`src/rtl/pc_if.sv`:
```
// pc_if: control inputs and fetch/status outputs of the program counter unit
interface pc_if;
    logic        imem_ready, zero_flag, branch_eq, branch_ne, jump, jump_reg, halt;
    logic [31:0] alu_out, imm;
    logic [25:0] jaddr;
    logic [31:0] pc, pc_plus4, retired;
    logic        imem_req, instr_valid, halted, misalign_err;
    modport slave (
        input  imem_ready, zero_flag, branch_eq, branch_ne, jump, jump_reg, halt, alu_out, imm, jaddr,
        output pc, pc_plus4, retired, imem_req, instr_valid, halted, misalign_err
    );
    modport master (
        output imem_ready, zero_flag, branch_eq, branch_ne, jump, jump_reg, halt, alu_out, imm, jaddr,
        input  pc, pc_plus4, retired, imem_req, instr_valid, halted, misalign_err
    );
endinterface

```
`src/rtl/pc_unit.sv`:
```
// pc_unit: fetch/exec program counter sequencer with branch, jump and halt control
module pc_unit #(
    parameter logic [31:0] RESET_PC = 32'h0000_0000
) (
    input logic clk,
    input logic rst_n,
    pc_if.slave bus
);
    typedef enum logic [1:0] {FETCH, EXEC, HALTED} state_t;
    state_t      r_state;
    logic [31:0] r_pc, r_retired;
    logic        r_misalign, r_imem_req, r_instr_valid, r_halted;
    logic [31:0] w_pc_plus4, w_next_pc;
    logic        w_taken;
    assign w_pc_plus4 = r_pc + 32'd4;
    assign w_taken    = (bus.branch_eq & bus.zero_flag) | (bus.branch_ne & ~bus.zero_flag);
    assign w_next_pc  = bus.jump_reg ? {bus.alu_out[31:2], 2'b00} :
                        bus.jump     ? {w_pc_plus4[31:28], bus.jaddr, 2'b00} :
                        w_taken      ? w_pc_plus4 + {bus.imm[29:0], 2'b00} : w_pc_plus4;
    always_ff @(posedge clk) begin
        if (!rst_n) begin
            r_state       <= FETCH;
            r_pc          <= RESET_PC;
            r_retired     <= '0;
            r_misalign    <= 1'b0;
            r_imem_req    <= 1'b1;
            r_instr_valid <= 1'b0;
            r_halted      <= 1'b0;
        end else begin
            case (r_state)
                FETCH: if (bus.imem_ready) begin
                    r_state       <= EXEC;
                    r_imem_req    <= 1'b0;
                    r_instr_valid <= 1'b1;
                end
                EXEC: begin
                    r_retired     <= r_retired + 32'd1;
                    r_instr_valid <= 1'b0;
                    if (bus.halt) begin
                        r_state  <= HALTED;
                        r_halted <= 1'b1;
                    end else begin
                        r_state    <= FETCH;
                        r_imem_req <= 1'b1;
                        r_pc       <= w_next_pc;
                        if (bus.jump_reg && bus.alu_out[1:0] != 2'b00) r_misalign <= 1'b1;
                    end
                end
                default: ;
            endcase
        end
    end
    assign bus.pc           = r_pc;
    assign bus.pc_plus4     = w_pc_plus4;
    assign bus.retired      = r_retired;
    assign bus.imem_req     = r_imem_req;
    assign bus.instr_valid  = r_instr_valid;
    assign bus.halted       = r_halted;
    assign bus.misalign_err = r_misalign;
endmodule

```
`src/flat_wrapper.sv`:
```
// flat-port wrapper written by rule: the top's interface ports become plain ports
module pc_unit_flat 
#(
    parameter logic [31:0] RESET_PC = 32'h0000_0000
)
  (clk, rst_n, bus_imem_ready, bus_zero_flag, bus_branch_eq, bus_branch_ne, bus_jump, bus_jump_reg, bus_halt, bus_alu_out, bus_imm, bus_jaddr, bus_pc, bus_pc_plus4, bus_retired, bus_imem_req, bus_instr_valid, bus_halted, bus_misalign_err);
  pc_if bus_i ();
  input logic clk;
  input logic rst_n;
  input wire logic [$bits(bus_i.imem_ready)-1:0] bus_imem_ready;
  input wire logic [$bits(bus_i.zero_flag)-1:0] bus_zero_flag;
  input wire logic [$bits(bus_i.branch_eq)-1:0] bus_branch_eq;
  input wire logic [$bits(bus_i.branch_ne)-1:0] bus_branch_ne;
  input wire logic [$bits(bus_i.jump)-1:0] bus_jump;
  input wire logic [$bits(bus_i.jump_reg)-1:0] bus_jump_reg;
  input wire logic [$bits(bus_i.halt)-1:0] bus_halt;
  input wire logic [$bits(bus_i.alu_out)-1:0] bus_alu_out;
  input wire logic [$bits(bus_i.imm)-1:0] bus_imm;
  input wire logic [$bits(bus_i.jaddr)-1:0] bus_jaddr;
  output wire logic [$bits(bus_i.pc)-1:0] bus_pc;
  output wire logic [$bits(bus_i.pc_plus4)-1:0] bus_pc_plus4;
  output wire logic [$bits(bus_i.retired)-1:0] bus_retired;
  output wire logic [$bits(bus_i.imem_req)-1:0] bus_imem_req;
  output wire logic [$bits(bus_i.instr_valid)-1:0] bus_instr_valid;
  output wire logic [$bits(bus_i.halted)-1:0] bus_halted;
  output wire logic [$bits(bus_i.misalign_err)-1:0] bus_misalign_err;
  assign bus_i.imem_ready = bus_imem_ready;
  assign bus_i.zero_flag = bus_zero_flag;
  assign bus_i.branch_eq = bus_branch_eq;
  assign bus_i.branch_ne = bus_branch_ne;
  assign bus_i.jump = bus_jump;
  assign bus_i.jump_reg = bus_jump_reg;
  assign bus_i.halt = bus_halt;
  assign bus_i.alu_out = bus_alu_out;
  assign bus_i.imm = bus_imm;
  assign bus_i.jaddr = bus_jaddr;
  assign bus_pc = bus_i.pc;
  assign bus_pc_plus4 = bus_i.pc_plus4;
  assign bus_retired = bus_i.retired;
  assign bus_imem_req = bus_i.imem_req;
  assign bus_instr_valid = bus_i.instr_valid;
  assign bus_halted = bus_i.halted;
  assign bus_misalign_err = bus_i.misalign_err;
  pc_unit #(.RESET_PC(RESET_PC)) u_core (.clk(clk), .rst_n(rst_n), .bus(bus_i));
endmodule
```
`config.mk`:
```
export PLATFORM = sky130hd
export DESIGN_NAME = pc_unit_flat
export DESIGN_NICKNAME = d
export VERILOG_FILES = /design/src/rtl/pc_if.sv /design/src/rtl/pc_unit.sv /design/src/flat_wrapper.sv
export SDC_FILE = /design/constraint.sdc
export NUM_CORES = 1
export LEC_CHECK = 0
export CAP_MARGIN = 25
export CELL_PAD_IN_SITES_DETAIL_PLACEMENT = 0
export CELL_PAD_IN_SITES_GLOBAL_PLACEMENT = 1
export CORE_AREA = 4 4 157 159
export CTS_BUF_LIST = sky130_fd_sc_hd__clkbuf_8
export CTS_CLUSTER_DIAMETER = 80
export DETAILED_ROUTE_END_ITERATION = 7
export DIE_AREA = 0 0 161 163
export PLACE_DENSITY_LB_ADDON = 0.05
export SYNTH_ARGS = -nofsm -noshare
export SYNTH_HDL_FRONTEND = slang
export SYNTH_SLANG_ARGS = --single-unit
```
`constraint.sdc`:
```
create_clock -name clk -period 3.35 [get_ports clk]
set_input_delay 0.67 -clock clk [delete_from_list [all_inputs] [get_ports clk]]
set_output_delay 0.67 -clock clk [all_outputs]
set_load 0.05 [all_outputs]
```
==> summary.txt <==
Drt
  – TritonRoute pass-1 iters: 5
  – Drc violations: 0
  – Wire per inst: 19.0 um
  – Vias/cell: 4.90
  – Post-Route WL: 26.3 mm
  – Detail Route Antenna Nets: 0
  – Initial DRC Count: 349
  – Via count: 6808

Pwr
  – Sequential power share: 0.309
  – Int Pwr: 1.73 mW
  – Sw Ratio: 0.363
  – Gate power share: 0.385
  – Final Power: 2.71 mW
  – VDD IR-drop max: 130 uV
  – Switching power: 986 uW
  – Pwr Density: 262 nW/um^2
  – Leakage power: 4.33 nW
  – Clock share of power: 0.306

Final layout
  – Fin nets: 1200
  – Synth-to-layout area growth: 80.1%
  – Fraction of layout cells with a size suffix above 1: 0.316

Placement
  – GP Congestion: 0.859
  – Post-DP HPWL: 20.4 mm
  – IO buf count: 192

Floorplanning
  – Core ar.: 23300 um^2
  – Die width: 161 um
  – Die area: 26200 um^2
  – Top Ports: 199
  – Initial Utilization: 0.247
  – Row Count: 56
  – Die height: 163 um

Timing
  – Min cycle time layout: 3.41 ns
  – Max Clk Rate: 294 MHz
  – Final hold violation count: 0
  – Worst Max-Slew Pin Slew: 0.613 ns
  – Setup Viol. Count Final: 4
  – Setup repair after global routing missed its margin: true
  – Min Hold Slack: 0.487 ns
  – Setup TNS: -0.105 ns
  – Final setup margin: -0.0557 ns
  – Relative slew slack: 0.590
  – Period utilisation layout: 1.02
  – Max-slew violations: 0
  – Skew final: 0.00807 ns

Synth
  – Mapped Cells: 744
  – Synth Cell Area: 5740 um^2
  – Ys Warns: 0
  – Seq cells post-synth: 67
  – Count leader, synth: nand2_1
  – Syn avg cell area: 7.71 um^2
  – EDFF count, synth: 0
  – Top cells by count, synth: 82 x nand2_1, 67 x dfxtp_1, 56 x nor2_1
  – Leading area contributor after synthesis: dfxtp_1
  – Sequential area share after synthesis: 0.234
  – Synth top area share: 0.234
  – Synth area leaders: dfxtp_1 23%, ha_1 8.1%, xnor2_1 6.7%
  – Commonest register cell after synthesis: dfxtp_1
  – Ys async rst share: 0
  – Distinct cells, synth: 76

Worst setup path
  – Crit path kind: register to register
  – R2r startpoint: u_core.bus.pc[4]
  – Slowest-stage cell, CP: nor4_4
  – Crit path cell chain: nand3_4 -> nor2_4 -> nand3_4 -> nor4_4 -> xor2_4 -> ha_4 -> nand3_4 -> or2_1 -> nor2_2 -> o21ai_2 -> a21oi_4 -> a211oi_4 -> buf_6 -> o211ai_1 -> a21o_1 -> nand3_1
  – Crit-path max FO: 5
  – Worst setup SP type: register
  – Max stage delay on crit path: 0.49 ns
  – Kind of cell adding the most delay to the critical path: simple AND/OR/NAND/NOR gates
  – Required @ worst endpoint: 3.61 ns
  – Worst EP arrival: 3.66 ns
  – Worst R2R Setup Slack: -0.06 ns
  – Critical Path Most Common Cell: nand3_4
  – Worst Setup End Kind: register
  – CP startpoint: u_core.bus.pc[4]
  – CP bufs+invs: 1

Outcome
  – Failing checks: setup timing
  – Status: finished, violations left

GRT
  – GR Util All Layers: 0.195
  – First-pass GRT wire length: 40.0 mm
  – Vias in the first global route: 7010
  – Largest net degree at the start of global routing: 54
  – Total gr overflow: 0
  – Initial antenna violation count: 1

Clock tree
  – H-tree depth: 3
  – Clock sink count: 67
  – TritonCTS Buffers: 9
  – Hold buffers post-CTS: 0
  – CTS Root Buffer Type: clkbuf_8
  – CTS tree: done
  – Clock transition at path regs: 0.09 ns
  – Clock buffer depth: 2
  – Worst-Skew Late Latency: 0.37 ns

Flow run
  – # Max-Cap Violations: 0

Min path
  – Hold Path Class: register to register
  – Hold path start: u_core.bus.misalign_err
metrics by stage:
step                std cells   util  setup WS, ns  instance area (um^2)
floorplan                 747      -        -0.228                  6420
global placement         1350  0.409        -0.419                  9520
detailed placement       1350  0.409        -0.449                  9520
CTS                      1373  0.428       -0.0285                  9960
global route             1388  0.444        -0.247                 10300
finish                   1388  0.444       -0.0557                 10300
power groups by stage:
stage	Combinational, mW	Clock [mW]	Sequential, mW
after floorplan	0.446	0	0.944
final	1.04	0.830	0.839
after CTS	0.993	0.857	0.839
after global routing	1.12	0.887	0.843
after global placement	0.968	0	0.856
after detailed placement	0.969	0	0.856
per-layer routing:
metal	routed length (um)	up-vias	GRT usage
li1	-	3333	-
met1	12000	3220	0.256
met2	12400	217	0.327
met3	1350	38	0.0316
met4	674	0	0.0675
met5	0	-	0
cell usage in the layout, fill, tap and decap left out, types with 12 or more instances in the layout:
master / instances
ha_1: 24
dfxtp_1: 45
clkdlybuf4s50_1: 171
xnor2_4: 12
ha_4: 12
nand4_1: 14
nand3_1: 39
and3_1: 15
a21oi_1: 36
xnor2_1: 28
buf_4: 159
nor2_1: 48
o21ai_0: 33
dfxtp_4: 16
nand2_1: 77
xor2_1: 15
and2_1: 27
final timing paths:
path / endpoint / depth (start not counted)
worst max-delay path: u_core.bus.pc[29] / 16
worst min-delay path: u_core.bus.misalign_err / 1
worst min register to register: u_core.bus.misalign_err / 1
worst max register to register: u_core.bus.pc[29] / 16
final cells by class:
type	instances	area, um^2
Sequential cell	67	1410
Fill cell	2312	12900
Timing Repair Buffer	343	3070
Antenna cell	1	2.50
Clock inverter	6	86.3
Tap cell	319	399
Multi-Input combinational cell	631	5200
Inverter	11	41.3
Clock buffer	10	138
what timing repair did:
| action | CTS | global route |
|---|---|---|
| pin swaps | 22 | 41 |
| buffers inserted | 7 | 14 |
| setup endpoints to repair | 13 | 20 |
| resized for setup | 32 | 55 |
| cloned | 0 | 0 |
sequential cells by signal (all words and copies together), names as in the netlist:
signal	count
u_core.bus.halted	1
u_core.bus.imem_req	1
u_core.bus.misalign_err	1
u_core.bus.pc	30
u_core.bus.retired	32
u_core.r_state	2
cells by family after synthesis:
logic type,Yosys count,synth area share
muxes,6,0.0107
adders and majority gates,38,0.0842
other,1,0.000653
AOI/OAI and AO/OA,204,0.249
and+or+nand+nor,307,0.273
xor gates and xnor gates,72,0.113
DFF,67,0.234
buffers and inverters,49,0.0355
Power figures use the tool's default switching activity.
